`config.mk`:
```
export PLATFORM = sky130hd
export DESIGN_NAME = async_fifo
export DESIGN_NICKNAME = d
export VERILOG_FILES = /design/src/rtl/async_fifo_pkg.sv /design/src/rtl/async_fifo_mem.sv /design/src/rtl/async_fifo.sv
export SDC_FILE = /design/constraint.sdc
export NUM_CORES = 1
export LEC_CHECK = 0
export BUFFER_PORTS_ARGS = -buffer_cell sky130_fd_sc_hd__buf_2
export CAP_MARGIN = 20
export CELL_PAD_IN_SITES_DETAIL_PLACEMENT = 0
export CELL_PAD_IN_SITES_GLOBAL_PLACEMENT = 1
export CORE_ASPECT_RATIO = 2
export CORE_UTILIZATION = 49
export CTS_CLUSTER_DIAMETER = 80
export DETAILED_ROUTE_END_ITERATION = 10
export PLACE_DENSITY_LB_ADDON = 0.25
export RECOVER_POWER = 100
export SLEW_MARGIN = 10
export SYNTH_ARGS = -nofsm -noshare
export SYNTH_HDL_FRONTEND = slang
export SYNTH_SLANG_ARGS = --single-unit
```
`constraint.sdc`:
```
create_clock -name clk -period 2 [get_ports clk]
set_input_delay 0.1 -clock clk [delete_from_list [all_inputs] [get_ports clk]]
set_output_delay 0.1 -clock clk [all_outputs]
set_load 0.05 [all_outputs]
```
`src/rtl/async_fifo_pkg.sv`:
```
// Shared constants and pointer-compare helpers for async_fifo.
// Optional build macro: ASYNC_FIFO_LEVEL_EN (adds the 'level' output).
package async_fifo_pkg;

   localparam int DEF_ADDR_WIDTH = 2;
   localparam int DEF_DATA_WIDTH = 16;
   localparam int PTR_WIDTH      = DEF_ADDR_WIDTH + 1;

   // Widest pointer the helpers handle: BUFFER_ADDR_WIDTH tops out at 12.
   localparam int PTR_MAX        = 13;

   // Pointers are equal in every bit, wrap bit included.
   function automatic logic ptr_empty(input logic [PTR_MAX-1:0] wp,
                                      input logic [PTR_MAX-1:0] rp);
      return wp == rp;
   endfunction

   // Low aw bits match and the wrap bit (bit aw) differs. Callers
   // zero-extend, so every bit above the wrap bit matches.
   function automatic logic ptr_full(input logic [PTR_MAX-1:0] wp,
                                     input logic [PTR_MAX-1:0] rp,
                                     input int aw);
      return (wp ^ rp) == (PTR_MAX'(1) << aw);
   endfunction

endpackage

```
`src/rtl/async_fifo_mem.sv`:
```
// Simple dual-port storage: synchronous write, asynchronous read, no reset.
module async_fifo_mem #(
   parameter int ADDR_W = 2,
   parameter int DATA_W = 16
) (
   input  logic              i_clk,
   input  logic              i_we,
   input  logic [ADDR_W-1:0] i_waddr,
   input  logic [DATA_W-1:0] i_wdata,
   input  logic [ADDR_W-1:0] i_raddr,
   output logic [DATA_W-1:0] o_rdata
);

   logic [DATA_W-1:0] r_mem [2**ADDR_W];

   // Store the pushed word; contents survive reset on purpose.
   always_ff @(posedge i_clk) begin
      if (i_we) r_mem[i_waddr] <= i_wdata;
   end

   assign o_rdata = r_mem[i_raddr];

endmodule

```
`src/rtl/async_fifo.sv`:
```
// First-word-fall-through FIFO, single clock, async active-low reset.
// Optional build macro: ASYNC_FIFO_LEVEL_EN exposes the occupancy 'level'.
module async_fifo
   import async_fifo_pkg::*;
#(
   parameter int BUFFER_ADDR_WIDTH = DEF_ADDR_WIDTH,
   parameter int DATA_WIDTH        = DEF_DATA_WIDTH
) (
   input  logic                        clk,
   input  logic                        reset,
   input  logic                        write,
   input  logic [DATA_WIDTH-1:0]       write_data,
   output logic                        can_write,
   input  logic                        read,
   output logic [DATA_WIDTH-1:0]       read_data,
   output logic                        can_read
`ifdef ASYNC_FIFO_LEVEL_EN
   ,
   output logic [BUFFER_ADDR_WIDTH:0]  level
`endif
);

   localparam int PW = BUFFER_ADDR_WIDTH + 1;

   logic [PW-1:0] r_wp;
   logic [PW-1:0] r_rp;
   logic          w_full;
   logic          w_empty;
   logic          w_push;
   logic          w_pop;

   // Flags come from the registered pointers only, never from read/write.
   assign w_empty   = ptr_empty(PTR_MAX'(r_wp), PTR_MAX'(r_rp));
   assign w_full    = ptr_full(PTR_MAX'(r_wp), PTR_MAX'(r_rp), BUFFER_ADDR_WIDTH);
   assign can_read  = !w_empty;
   assign can_write = !w_full;
   assign w_push    = write && !w_full;
   assign w_pop     = read && !w_empty;

   // Pointers wrap naturally at 2^PW; reset drops all buffered words.
   always_ff @(posedge clk or negedge reset) begin
      if (!reset) begin
         r_wp <= '0;
         r_rp <= '0;
      end else begin
         if (w_push) r_wp <= r_wp + 1'b1;
         if (w_pop)  r_rp <= r_rp + 1'b1;
      end
   end

   async_fifo_mem #(
      .ADDR_W (BUFFER_ADDR_WIDTH),
      .DATA_W (DATA_WIDTH)
   ) u_mem (
      .i_clk   (clk),
      .i_we    (w_push),
      .i_waddr (r_wp[BUFFER_ADDR_WIDTH-1:0]),
      .i_wdata (write_data),
      .i_raddr (r_rp[BUFFER_ADDR_WIDTH-1:0]),
      .o_rdata (read_data)
   );

`ifdef ASYNC_FIFO_LEVEL_EN
   // Modular difference gives 0..depth, including the full case.
   assign level = r_wp - r_rp;
`endif

endmodule

```
Yosys cells after proc, flatten, opt, wreduce, memory -nomap -nowiden
Memories as Yosys holds them, arrays and structs flattened.
Cells that the tools add are included.
- eq/ne operators: 2
- multiplexer cells: 2
- add/sub/neg operators: 2
- bitwise operators: 1
- reductions and logical operators: 4
- operators with widths (operator ; count):
    $add A3 B1 Y3 const B ; 2
    $eq A3 B3 Y1 ; 1
    $eq A3 B3 Y1 const B ; 1
    $xor A3 B3 Y3 ; 1
    $logic_and A1 B1 Y1 ; 2
    $logic_not A1 Y1 ; 2
    $mux W1 ; 2
- word-level logic and storage cells: 14
- register bits: 6
- bits of input ports: 20
- RAM bits: 64
- memories: 1
- output and inout bits: 18
- memory list (name ; depth ; bits a word ; rd ports ; clocked after memory_dff ; write ports ; RTL line ; source):
    u_mem.r_mem ; 4 ; 16 ; 1 ; 0 ; 1 ; async_fifo_mem.sv:14 ; logic [DATA_W-1:0] r_mem [2**ADDR_W];

Longest topological paths before layout
- word-level depth: 6
- mapped depth: 5
- depth with buffers taken out: 5

Cells and area by module
A second synthesis with hierarchy kept.
- cells, all modules: 131
- area total of the unflattened synthesis: 2792.7 µm²
- modules (own cells, without submodules) (module ; times used ; cells an instance ; sequential area each (µm²) ; area each (µm²)):
    async_fifo_mem ; 1 ; 88 ; 1921.8 ; 2377.3
    async_fifo ; 1 ; 43 ; 150.1 ; 415.4

Least setup slack after synthesis
OpenSTA, ideal clock, no wires.
- path kind: register to register
- from: register r_rp[0]
- to: memory u_mem.r_mem[0][0] (enable)
- path buffers: 1
- path slack: 0.091 ns
- data arrival time: 1.590 ns
- stages on the path, launching flop included: 5
- period minus slack after synthesis: 1.909 ns
- cell sequence: dfrtp_1 -> buf_6 -> xnor2_2 -> nand3_2 -> and3_1
- longest elaborated chain between the ends: 6
- ends and longest elaborated chain (element ; RTL line ; source):
    start: declaration ; async_fifo.sv:26 ; logic [PW-1:0] r_rp;
    start signal: assignment ; async_fifo.sv:47 ; if (w_pop) r_rp <= r_rp + 1'b1;
    $xor A3 B3 Y3 ; async_fifo_pkg.sv:23 ; return (wp ^ rp) == (PTR_MAX'(1) << aw);
    $eq A3 B3 Y1 ; async_fifo_pkg.sv:23 ;
    $logic_not A1 Y1 ; n/a ;
    named net can_write ; async_fifo.sv:13 ; output logic can_write,
    $logic_and A1 B1 Y1 ; async_fifo.sv:37 ; assign w_push = write && !w_full;
    $mux W1 ; async_fifo_mem.sv:18 ; if (i_we) r_mem[i_waddr] <= i_wdata;
    $mux W1 (not written as such) ; async_fifo_mem.sv:18 ;
    end: declaration ; async_fifo_mem.sv:14 ;
The timed path passes the listed nets, and every way through them passes these cells.

Worst setup path after layout
- from: register r_rp[0]
- to: output read_data[7]
- longest elaborated chain between the ends: 1
- ends and longest elaborated chain (element ; RTL line ; source):
    $mem_v2 Z4 W16 ; n/a ;
    end: declaration ; async_fifo.sv:15 ; output logic [DATA_WIDTH-1:0] read_data,
No other way between the ends.

==> key figures <==
Critical path
  – CP Launch Type: register
  – CP endpoint kind: output port
  – Worst EP required: about 1.9 ns
  – Crit path DAT: 1.81 ns
  – Worst Setup Path Type: register to output port
  – Crit path max fanout: 19

Power
  – Cell Pwr Density: 1720 nW/um^2
  – Tot Pwr: 5.91 mW
  – Leak pwr: around 1.2 nW
  – Worst vdd ir: around 1.3 mV

Final layout
  – Final instance area: 3450 sq um
  – Area delta synth->final: 22.3%
  – Layout cell share with drive strength beyond 1: between 30% and 40%
  – Most frequent cells in the layout: 64 x edfxtp_1, 21 x clkbuf_1, 18 x clkbuf_2, 17 x dlygate4sd3_1, 16 x mux4_2
  – Filler cells: approximately 420
  – Layout Nets: 224
  – ANT cells: 0
  – Commonest non-fill, non-tap cell in the layout: edfxtp_1

Global route
  – Antenna violations before repair: 0
  – Largest net degree at the start of global routing: 22
  – GRT overflow: 0
  – First-pass GRT wire length: around 8100 um
  – Total global-route track usage: a little under a fifth
  – Vias in the first global route: 1616

Yosys
  – Main synth FF type: edfxtp_1
  – Synth Area in Compound Gates: under 10%
  – Post-Synth Adder-Cell Area: under 10%
  – Combinational family with the most area after synthesis: multiplexers
  – Mux share of post-synthesis cell area: 13.1%
  – Post-synth ARST share: roughly 8.6%
  – Xor/xnor share of the synthesized area: about 3.6%
  – Post-Syn Area per Cell: roughly 22 sq um
  – Mapped Nets: roughly 160
  – Synth Warn #: 0
  – Simple-Gate Fraction of Synth Area: 1.91%
  – Synth Instances: between 100 and 150
  – Mapped Area: 2820 sq um
  – Seq/Total Area, Yosys: roughly three quarters
  – FF+latch count, synth: 70
  – Post-synth EDFFs: 64
  – Netlist cell types: 25

Job
  – Max_cap viols: 0

Place
  – Final HPWL DP: between 3000 and 4000 um
  – Routability congestion estimate: around 0.80
  – DP Worst Slack: ~0.075 ns
  – # port buffers: 37
  – Dpl cell area: between 3000 and 4000 sq um

Route
  – Drt pass-1 iters: 4
  – Final wirelength: between 5000 and 6000 um
  – Iteration-0 DRC Markers: 60
  – Drt wl/cell: roughly 19 um
  – Number of routed nets with antenna violations: 0
  – DRC Markers: 0
  – DR vias: roughly 1500
  – DR vias/cell: roughly 5.6

Floorplan
  – IO Pins: 38
  – Core area: about 5500 sq um
  – Initial Utilization: between 50% and 60%
  – Die height: 109 um
  – # rows: 38
  – Die Width: about 56 um
  – Die area: between 6000 and 7000 sq um

Clock tree
  – Setup bufs post-CTS: 0
  – Clock tree root driver cell: clkbuf_8
  – CTS tree: yes
  – Clock Latency Late Sink: 0.34 ns
  – H-tree Lvls: 3
  – CTS Buffer Depth: 2
  – Num CTS Buffers: 9
  – Clock-pin slew on the worst setup and hold paths: 0.07 ns
  – Clock Sinks: 70

Timing
  – Unrepaired setup endpoints after global routing: no
  – Final hold vios: 0
  – Fmax: between 500 and 600 MHz
  – Endpoints failing setup: 0
  – Worst-margin pin slew: just over 0.8 ns
  – Slew HR: between 40% and 50%
  – Clock Skews: 0.0100 ns
  – Max Slew Vio Count: 0
  – Final worst slack: 0.0920 ns
  – Tmin final: 1.91 ns
  – Setup TNS: 0 ns
  – Period utilisation layout: between 90% and 100%

Outcome
  – Outcome: complete, no violations

Min path
  – Worst hold path class: input pin to register
-- worst max-delay path, stage by stage, from the launching register on --
cell,delay [ns]
dfrtp_1,0.42
buf_8,0.26
mux4_2,0.55
clkbuf_2,0.26
-- per-stage QoR --
stage	instances	utilization, %	hold slack (ns)
detailed placement	231	56.9	-0.0613
finish	264	63.0	0.101
CTS	264	63.8	0.0855
floorplan	130	-	-0.196
global route	264	63.0	0.0960
global placement	231	56.9	-0.0690
-- cell type report --
class / instances / area, sq um / area share [%]
Tap cell: 60 / 75.1 / 2.18
Clock inverter: 5 / 73.8 / 2.14
Inverter: 3 / 11.3 / 0.327
Clock buffer: 11 / 131 / 3.81
Multi-Input combinational cell: 53 / 689 / 20.0
Timing Repair Buffer: 62 / 394 / 11.4
Sequential cell: 70 / 2070 / 60.1
-- cells in the mapped netlist (2+ instances only) --
library cell / number / area share (%)
xnor2_1: 4 / 1.2
and3_1: 3 / 0.67
mux4_2: 16 / 13
a211oi_2: 2 / 0.89
o31ai_2: 3 / 1.3
dfrtp_1: 6 / 5.3
xor2_1: 2 / 0.62
ha_1: 5 / 2.2
edfxtp_1: 64 / 68
nand2b_1: 2 / 0.44
xor2_2: 2 / 1.2
a21oi_1: 4 / 0.71
buf_2: 2 / 0.36
inv_1: 3 / 0.40
nand2_1: 2 / 0.27
-- per-layer routing --
metal	part of all wire (%)	GRT usage, %
met1	38	21.5
met3	4.0	5.22
met5	0	0
met4	2.9	11.3
met2	55	31.8
-- timing repair --
item,4_1_cts,5_1_grt
endpoints found under the setup margin,16,18
hold buffers,17,0
gates resized for setup,1,3
hold endpoints to repair,70,0
-- sequential cells by signal, summed over array words and instances, names as in the netlist --
| name | count |
|---|---|
| r_rp | 3 |
| r_wp | 3 |
| u_mem.r_mem | 64 |
-- logic make-up after synthesis --
| family | Yosys count |
|---|---|
| flip-flops | 70 |
| XOR/XNOR | 9 |
| buffers and inverters | 7 |
| multiplexers | 17 |
| AO/OA/AOI/OAI | 13 |
| adder cells (fa/ha/maj) | 5 |
| AND/OR/NAND/NOR | 9 |
-- power by group --
| group | switching (mW) | total, mW | internal (mW) | leakage, nW |
|---|---|---|---|---|
| clock network | 0.474 | 1.17 | 0.694 | 0.105 |
| registers | 0.145 | 2.11 | 1.97 | 0.659 |
| logic | 1.77 | 2.64 | 0.866 | 0.449 |
-- worst paths after layout --
kind / start / end / slack, ns / cells after the start
worst max-delay path: r_rp[0]$_DFFE_PN0P_ / read_data[7] / 0.09 / 3
worst min-delay path: read / r_rp[2]$_DFFE_PN0P_ / 0.10 / 3
worst max register to register: r_wp[1]$_DFFE_PN0P_ / u_mem.r_mem[3][3]$_DFFE_PP_ / 0.13 / 4
worst min register to register: r_rp[2]$_DFFE_PN0P_ / r_rp[2]$_DFFE_PN0P_ / 0.60 / 1
max in group asynchronous: reset / r_wp[1]$_DFFE_PN0P_ / 1.54 / 2
min in group asynchronous: reset / r_rp[2]$_DFFE_PN0P_ / 0.18 / 2
No activity file was read; power rests on OpenSTA's default activity.
